`config.mk`:
```
export PLATFORM = sky130hd
export DESIGN_NAME = tdc_readout_merger
export DESIGN_NICKNAME = d
export VERILOG_FILES = /design/src/rtl/tdc_readout_merger.sv
export SDC_FILE = /design/constraint.sdc
export NUM_CORES = 1
export LEC_CHECK = 0
export CAP_MARGIN = 20
export CORE_MARGIN = 4
export CORE_UTILIZATION = 35
export DETAILED_ROUTE_END_ITERATION = 6
export PLACE_DENSITY = 0.51
export SYNTH_ARGS = -nofsm -noshare
export SYNTH_HDL_FRONTEND = slang
export SYNTH_SLANG_ARGS = --single-unit
export TNS_END_PERCENT = 20
```
`constraint.sdc`:
```
create_clock -name SYSCLK -period 13.7 [get_ports SYSCLK]
set_input_delay 4.11 -clock SYSCLK [delete_from_list [all_inputs] [get_ports SYSCLK]]
set_output_delay 4.11 -clock SYSCLK [all_outputs]
set_load 0.05 [all_outputs]
```
`src/rtl/tdc_readout_merger.sv`:
```
// tdc_readout_merger
// Downstream stage of the two TDC data channels. Each channel's DPRAM write stream
// is buffered in its own FIFO and the two FIFOs are drained round-robin into one
// shared IPbus RAM port, one write per SYSCLK. The channel number becomes the MSB
// of the RAM address (ch1 -> 0, ch2 -> 1). Words arriving at a full FIFO are
// dropped and flagged with a sticky per-channel overflow bit.
// Optional feature: define TDC_MERGER_DROPCNT_EN to add saturating 16-bit
// per-channel drop counters (ch1_drop_count / ch2_drop_count).

module tdc_readout_merger #(
    parameter int FIFO_DEPTH = 16,
    parameter int LVL_W      = 5
) (
    input  logic             SYSCLK,
    input  logic             RESET,
    input  logic [31:0]      ch1_data,
    input  logic [7:0]       ch1_address,
    input  logic             ch1_we,
    input  logic [31:0]      ch2_data,
    input  logic [7:0]       ch2_address,
    input  logic             ch2_we,
    output logic [31:0]      ram_data,
    output logic [8:0]       ram_address,
    output logic             ram_we,
    output logic [LVL_W-1:0] ch1_level,
    output logic [LVL_W-1:0] ch2_level,
    output logic             ch1_overflow,
    output logic             ch2_overflow,
`ifdef TDC_MERGER_DROPCNT_EN
    output logic [15:0]      ch1_drop_count,
    output logic [15:0]      ch2_drop_count,
`endif
    input  logic             overflow_clr
);

    localparam int               PTR_W      = $clog2(FIFO_DEPTH);
    localparam logic [LVL_W-1:0] FULL_LEVEL = LVL_W'(FIFO_DEPTH);

    typedef enum logic {
        GRANT_CH1 = 1'b0,
        GRANT_CH2 = 1'b1
    } grant_t;

    grant_t           last_grant;

    logic [39:0]      in_word [2];
    logic [1:0]       in_we;
    logic [LVL_W-1:0] level [2];
    logic [39:0]      head [2];
    logic [1:0]       overflow;
    logic [1:0]       full;
    logic [1:0]       non_empty;
    logic [1:0]       push;
    logic [1:0]       drop;
    logic [1:0]       pop;

    assign in_word[0] = {ch1_address, ch1_data};
    assign in_word[1] = {ch2_address, ch2_data};
    assign in_we      = {ch2_we, ch1_we};

    // Full/empty come from the registered level only, so a pop never frees room for a same-cycle push
    always_comb begin
        full      = '0;
        non_empty = '0;
        push      = '0;
        drop      = '0;
        full[0]      = (level[0] == FULL_LEVEL);
        full[1]      = (level[1] == FULL_LEVEL);
        non_empty[0] = (level[0] != '0);
        non_empty[1] = (level[1] != '0);
        push         = in_we & ~full;
        drop         = in_we & full;
    end

    // Round-robin pick: a lone non-empty FIFO always wins, a tie goes to the channel not granted last
    always_comb begin
        pop = '0;
        if (non_empty[0] && (!non_empty[1] || last_grant == GRANT_CH2)) begin
            pop[0] = 1'b1;
        end else if (non_empty[1]) begin
            pop[1] = 1'b1;
        end
    end

    for (genvar c = 0; c < 2; c++) begin : g_chan
        logic [39:0]      mem [FIFO_DEPTH];
        logic [PTR_W-1:0] wr_ptr;
        logic [PTR_W-1:0] rd_ptr;
        logic [LVL_W-1:0] level_q;
        logic             overflow_q;

        // Storage write; contents need no reset because the pointers decide what is valid
        always_ff @(posedge SYSCLK) begin
            if (push[c]) begin
                mem[wr_ptr] <= in_word[c];
            end
        end

        // Pointer and occupancy bookkeeping; push and pop together leave the level unchanged
        always_ff @(posedge SYSCLK) begin
            if (RESET) begin
                wr_ptr  <= '0;
                rd_ptr  <= '0;
                level_q <= '0;
            end else begin
                if (push[c]) begin
                    wr_ptr <= wr_ptr + PTR_W'(1);
                end
                if (pop[c]) begin
                    rd_ptr <= rd_ptr + PTR_W'(1);
                end
                case ({push[c], pop[c]})
                    2'b10:   level_q <= level_q + LVL_W'(1);
                    2'b01:   level_q <= level_q - LVL_W'(1);
                    default: level_q <= level_q;
                endcase
            end
        end

        // Sticky loss flag; a drop in the clear cycle still leaves the flag set
        always_ff @(posedge SYSCLK) begin
            if (RESET) begin
                overflow_q <= 1'b0;
            end else if (drop[c]) begin
                overflow_q <= 1'b1;
            end else if (overflow_clr) begin
                overflow_q <= 1'b0;
            end
        end

        assign level[c]    = level_q;
        assign head[c]     = mem[rd_ptr];
        assign overflow[c] = overflow_q;
    end

    // Arbiter state and output register: the popped entry is loaded at the same edge as the pop
    always_ff @(posedge SYSCLK) begin
        if (RESET) begin
            last_grant  <= GRANT_CH2;
            ram_we      <= 1'b0;
            ram_data    <= '0;
            ram_address <= '0;
        end else begin
            ram_we <= |pop;
            if (pop[0]) begin
                ram_data    <= head[0][31:0];
                ram_address <= {1'b0, head[0][39:32]};
            end else if (pop[1]) begin
                ram_data    <= head[1][31:0];
                ram_address <= {1'b1, head[1][39:32]};
            end
            if (&non_empty) begin
                last_grant <= pop[0] ? GRANT_CH1 : GRANT_CH2;
            end
        end
    end

    assign ch1_level    = level[0];
    assign ch2_level    = level[1];
    assign ch1_overflow = overflow[0];
    assign ch2_overflow = overflow[1];

`ifdef TDC_MERGER_DROPCNT_EN
    logic [15:0] drop_count [2];

    // Saturating drop counters; clearing restarts the count, so a drop in the clear cycle reads 1
    always_ff @(posedge SYSCLK) begin
        for (int c = 0; c < 2; c++) begin
            if (RESET) begin
                drop_count[c] <= '0;
            end else if (overflow_clr) begin
                drop_count[c] <= drop[c] ? 16'd1 : 16'd0;
            end else if (drop[c] && drop_count[c] != 16'hFFFF) begin
                drop_count[c] <= drop_count[c] + 16'd1;
            end
        end
    end

    assign ch1_drop_count = drop_count[0];
    assign ch2_drop_count = drop_count[1];
`else
    // Without the counters, the sticky flags are the only report of lost words.
`endif

endmodule

```
==> summary.md <==
| Metric | Value |
|---|---|
| Max Clock Skew | `0.02637 ns` |
| Least-Margin Pin Slew | `1.102 ns` |
| Via Count | `23970` |
| Die area | `0.1541 mm^2` |
| Slowest CP cell | `clkdlybuf4s50_1` |
| Area grow syn2layout | `15.95%` |
| Status | `finished clean` |
| Seq pwr share | `46.4%` |
| Largest cells by area after synthesis | `edfxtp_1 74%, mux4_2 16%, dfxtp_1 3.1%, mux2i_1 0.85%, nand2_1 0.70%` |
| Syn_area_per_cell | `22.17 um^2` |
| Max incr delay on CP | `0.91 ns` |
| Post-synthesis instance area | `0.05176 mm^2` |
| Setup repair after global routing missed its margin | `no` |
| Pre-CTS setup slack | `6.569 ns` |
| Largest net degree at the start of global routing | `69` |
| DR WL/cell | `27.07 um` |
| P_sw | `2.845 mW` |
| Mapped Cells | `2335` |
| Die Span X | `392.6 um` |
| Crit path buf inv count | `1` |
| Vias in the first global route | `25430` |
| Num CTS Buffers | `143` |
| #FFs+latches synth | `1359` |
| I/O pins | `139` |
| HPWL Detailed | `72.10 mm` |
| Async SR Flop Fraction | `0%` |
| Final hold viol count | `0` |
| Initial Util | `35.39%` |
| Tot Pwr | `10.51 mW` |
| P per Cell Area | `175.2 mW/mm^2` |
| Port Buffers | `138` |
| GP Congestion | `0.7645` |
| Starting DRT DRC Count | `1975` |
| DRT antenna net count | `0` |
| Max-slew violations | `0` |
| H-tree levels | `4` |
| Crit end category | `output port` |
| Setup TNS | `0 ns` |
| Sinks on Clock Net | `1359` |
| Worst-skew pair later-pin latency | `0.75 ns` |
| DRC viols | `0` |
| WHS | `0.4384 ns` |
| Critical Path Start Type | `register` |
| Sw Share | `27.06%` |
| Max VDD drop | `0.00009292 V` |
| Worst path required time | `9.59 ns` |
| Cell Int Power | `7.669 mW` |
| Tmin final | `6.312 ns` |
| Final cell count without fillers | `4573` |
| Fillcell total | `12720` |
| Hold_buf cts | `0` |
| Critical path cell sequence | `clkdlybuf4s50_1` |
| Gr ovfl total | `0` |
| Leakage | `18.26 nW` |
| Crit path max-delay family | `buffers and inverters` |
| Root buffer cell | `clkbuf_16` |
| Crit path DAT | `2.20 ns` |
| Post-synth net total | `2437` |
| Share of post-route cells with drive strength above 1 | `24.72%` |
| Vias per cell | `5.241` |
| Worst-case clock buffer depth | `3` |
| TritonCTS clock tree | `built` |
| Layout Nets | `2645` |
| Post-route setup slack | `7.388 ns` |
| PostCTS Resize Cnt | `0` |
| Setup-failing EPs final | `0` |
| Total GRT Usage | `16.23%` |
| Yosys warns | `0` |
| Post-Place Cells | `4315` |
| Hold Path Class | `reg2reg` |
| Max_cap viols | `0` |
| Synth top area share | `74.26%` |
| Crit Path Class | `reg2out` |
| Logic pwr share | `18.4%` |
| Routed wire length | `123.8 mm` |
| Post-synth EDFFs | `1280` |
| Tcrit/Tclk final | `46.08%` |
| Setup Buffers After CTS | `0` |
| Most common library cells after synthesis | `1280 x edfxtp_1, 360 x mux4_2, 96 x nand2_1` |
| Yosys top cell by area | `edfxtp_1` |
| Die Y | `392.6 um` |
| CP max FO | `2` |
| Most common cell in the netlist | `edfxtp_1` |
| First-pass iteration count of the detailed router | `5` |
| Core area | `0.1463 mm^2` |
| Synth Flop Type | `edfxtp_1` |
| Initial antenna violation count | `12` |
| F_max | `158.4 MHz` |
| Cell variety after synth | `40` |
| Row count | `140` |
| Clock share of power | `35.2%` |
| First-pass GRT wire length | `180.5 mm` |
| Seq/Total Area, Yosys | `77.32%` |
| Clock-pin slew of the registers on the worst-case setup and hold paths | `0.06 ns` |
| Relative slew slack | `26.56%` |
-- worst reg2reg max path, cell delays in order (launching register included) --
cell	delay (ns)
dfxtp_4	0.62
buf_4	0.74
buf_4	0.83
buf_4	0.62
mux4_2	0.60
mux4_2	0.56
a22oi_1	0.22
nand2_1	0.08
-- power groups by stage --
stage | Sequential, mW | Clock, mW | Combinational (mW)
6_report | 4.88 | 3.70 | 1.93
5_1_grt | 4.90 | 3.99 | 2.09
4_1_cts | 4.89 | 3.80 | 1.97
3_3_place_gp | 4.97 | 0 | 1.94
3_5_place_dp | 4.97 | 0 | 1.97
2_1_floorplan | 5.05 | 0 | 1.19
-- stage by stage --
step / area (um^2) / util, %
after floorplan: 51760 / -
after global placement: 55550 / 37.98
after detailed placement: 55550 / 37.98
after CTS: 60010 / 41.03
after global routing: 60010 / 41.03
final: 60010 / 41.03
-- logic make-up (layout without fill, tap and decap cells) --
group / Yosys count / in the layout / synth area share (%)
AOI/OAI and AO/OA: 150 / 150 / 1.888
xor gates and xnor gates: 20 / 20 / 0.3384
adders and majority gates: 17 / 17 / 0.4254
buffers and inverters: 144 / 463 / 1.361
DFF: 1359 / 1359 / 77.32
muxes: 405 / 405 / 16.54
other: 0 / 2 / 0
and+or+nand+nor: 240 / 240 / 2.134
-- per-layer routing --
layer	GRT usage (%)	vias to the layer above	share of wire (%)	wire [um]
met4	4.367	8	2.1	2643
met5	0	-	0.043	53
met2	26.33	680	49	60220
met1	22.22	12930	43	53300
met3	3.605	176	6.1	7586
li1	-	10180	-	-
-- final timing paths --
kind / from / end / slack [ns] / cells past startpoint
setup reg to reg: register / ram_data[22]$_SDFFE_PP0P_ / 9.33 / 7
hold / removal: ram_data[29]$_SDFFE_PP0P_ / ram_data[29]$_SDFFE_PP0P_ / 0.44 / 2
setup / recovery: ram_data[4]$_SDFFE_PP0P_ / ram_data[4] / 7.39 / 1
hold reg to reg: ram_data[29]$_SDFFE_PP0P_ / ram_data[29]$_SDFFE_PP0P_ / 0.44 / 2
-- placed cells by master (no fill, tap or decap), drive strengths merged, types with 40 or more instances in the layout --
cell type | synthesis | layout
buf | 63 | 54
mux4 | 360 | 360
nand2 | 96 | 96
nor2b | 42 | 42
clkinv | 0 | 55
dfxtp | 79 | 79
edfxtp | 1280 | 1280
mux2i | 44 | 44
a22oi | 41 | 41
clkbuf | 66 | 187
nor2 | 65 | 65
clkdlybuf4s50 | 0 | 138
a211oi | 40 | 40
a21oi | 54 | 54
-- sequential cells by signal, indices dropped and copies added, names as in the netlist, 5 cells and up, named ones only --
register	flops
ch2_level	5
ch1_level	5
g_chan.wr_ptr	8
ram_data	32
g_chan.mem	1280
g_chan.rd_ptr	8
ram_address	9
-- final cells by class --
| type | instances | area, um^2 | area share, % |
|---|---|---|---|
| antenna | 2 | 5.005 | 0.008339 |
| clock buffer | 187 | 3921 | 6.534 |
| clock inverter | 69 | 533.0 | 0.8881 |
| inverter | 15 | 56.30 | 0.09382 |
| multi-input combinational | 832 | 11260 | 18.77 |
| sequential | 1359 | 40050 | 66.73 |
| tap | 1917 | 2399 | 3.997 |
| timing repair buffer | 192 | 1787 | 2.977 |
(Power assumes the default switching activity.)
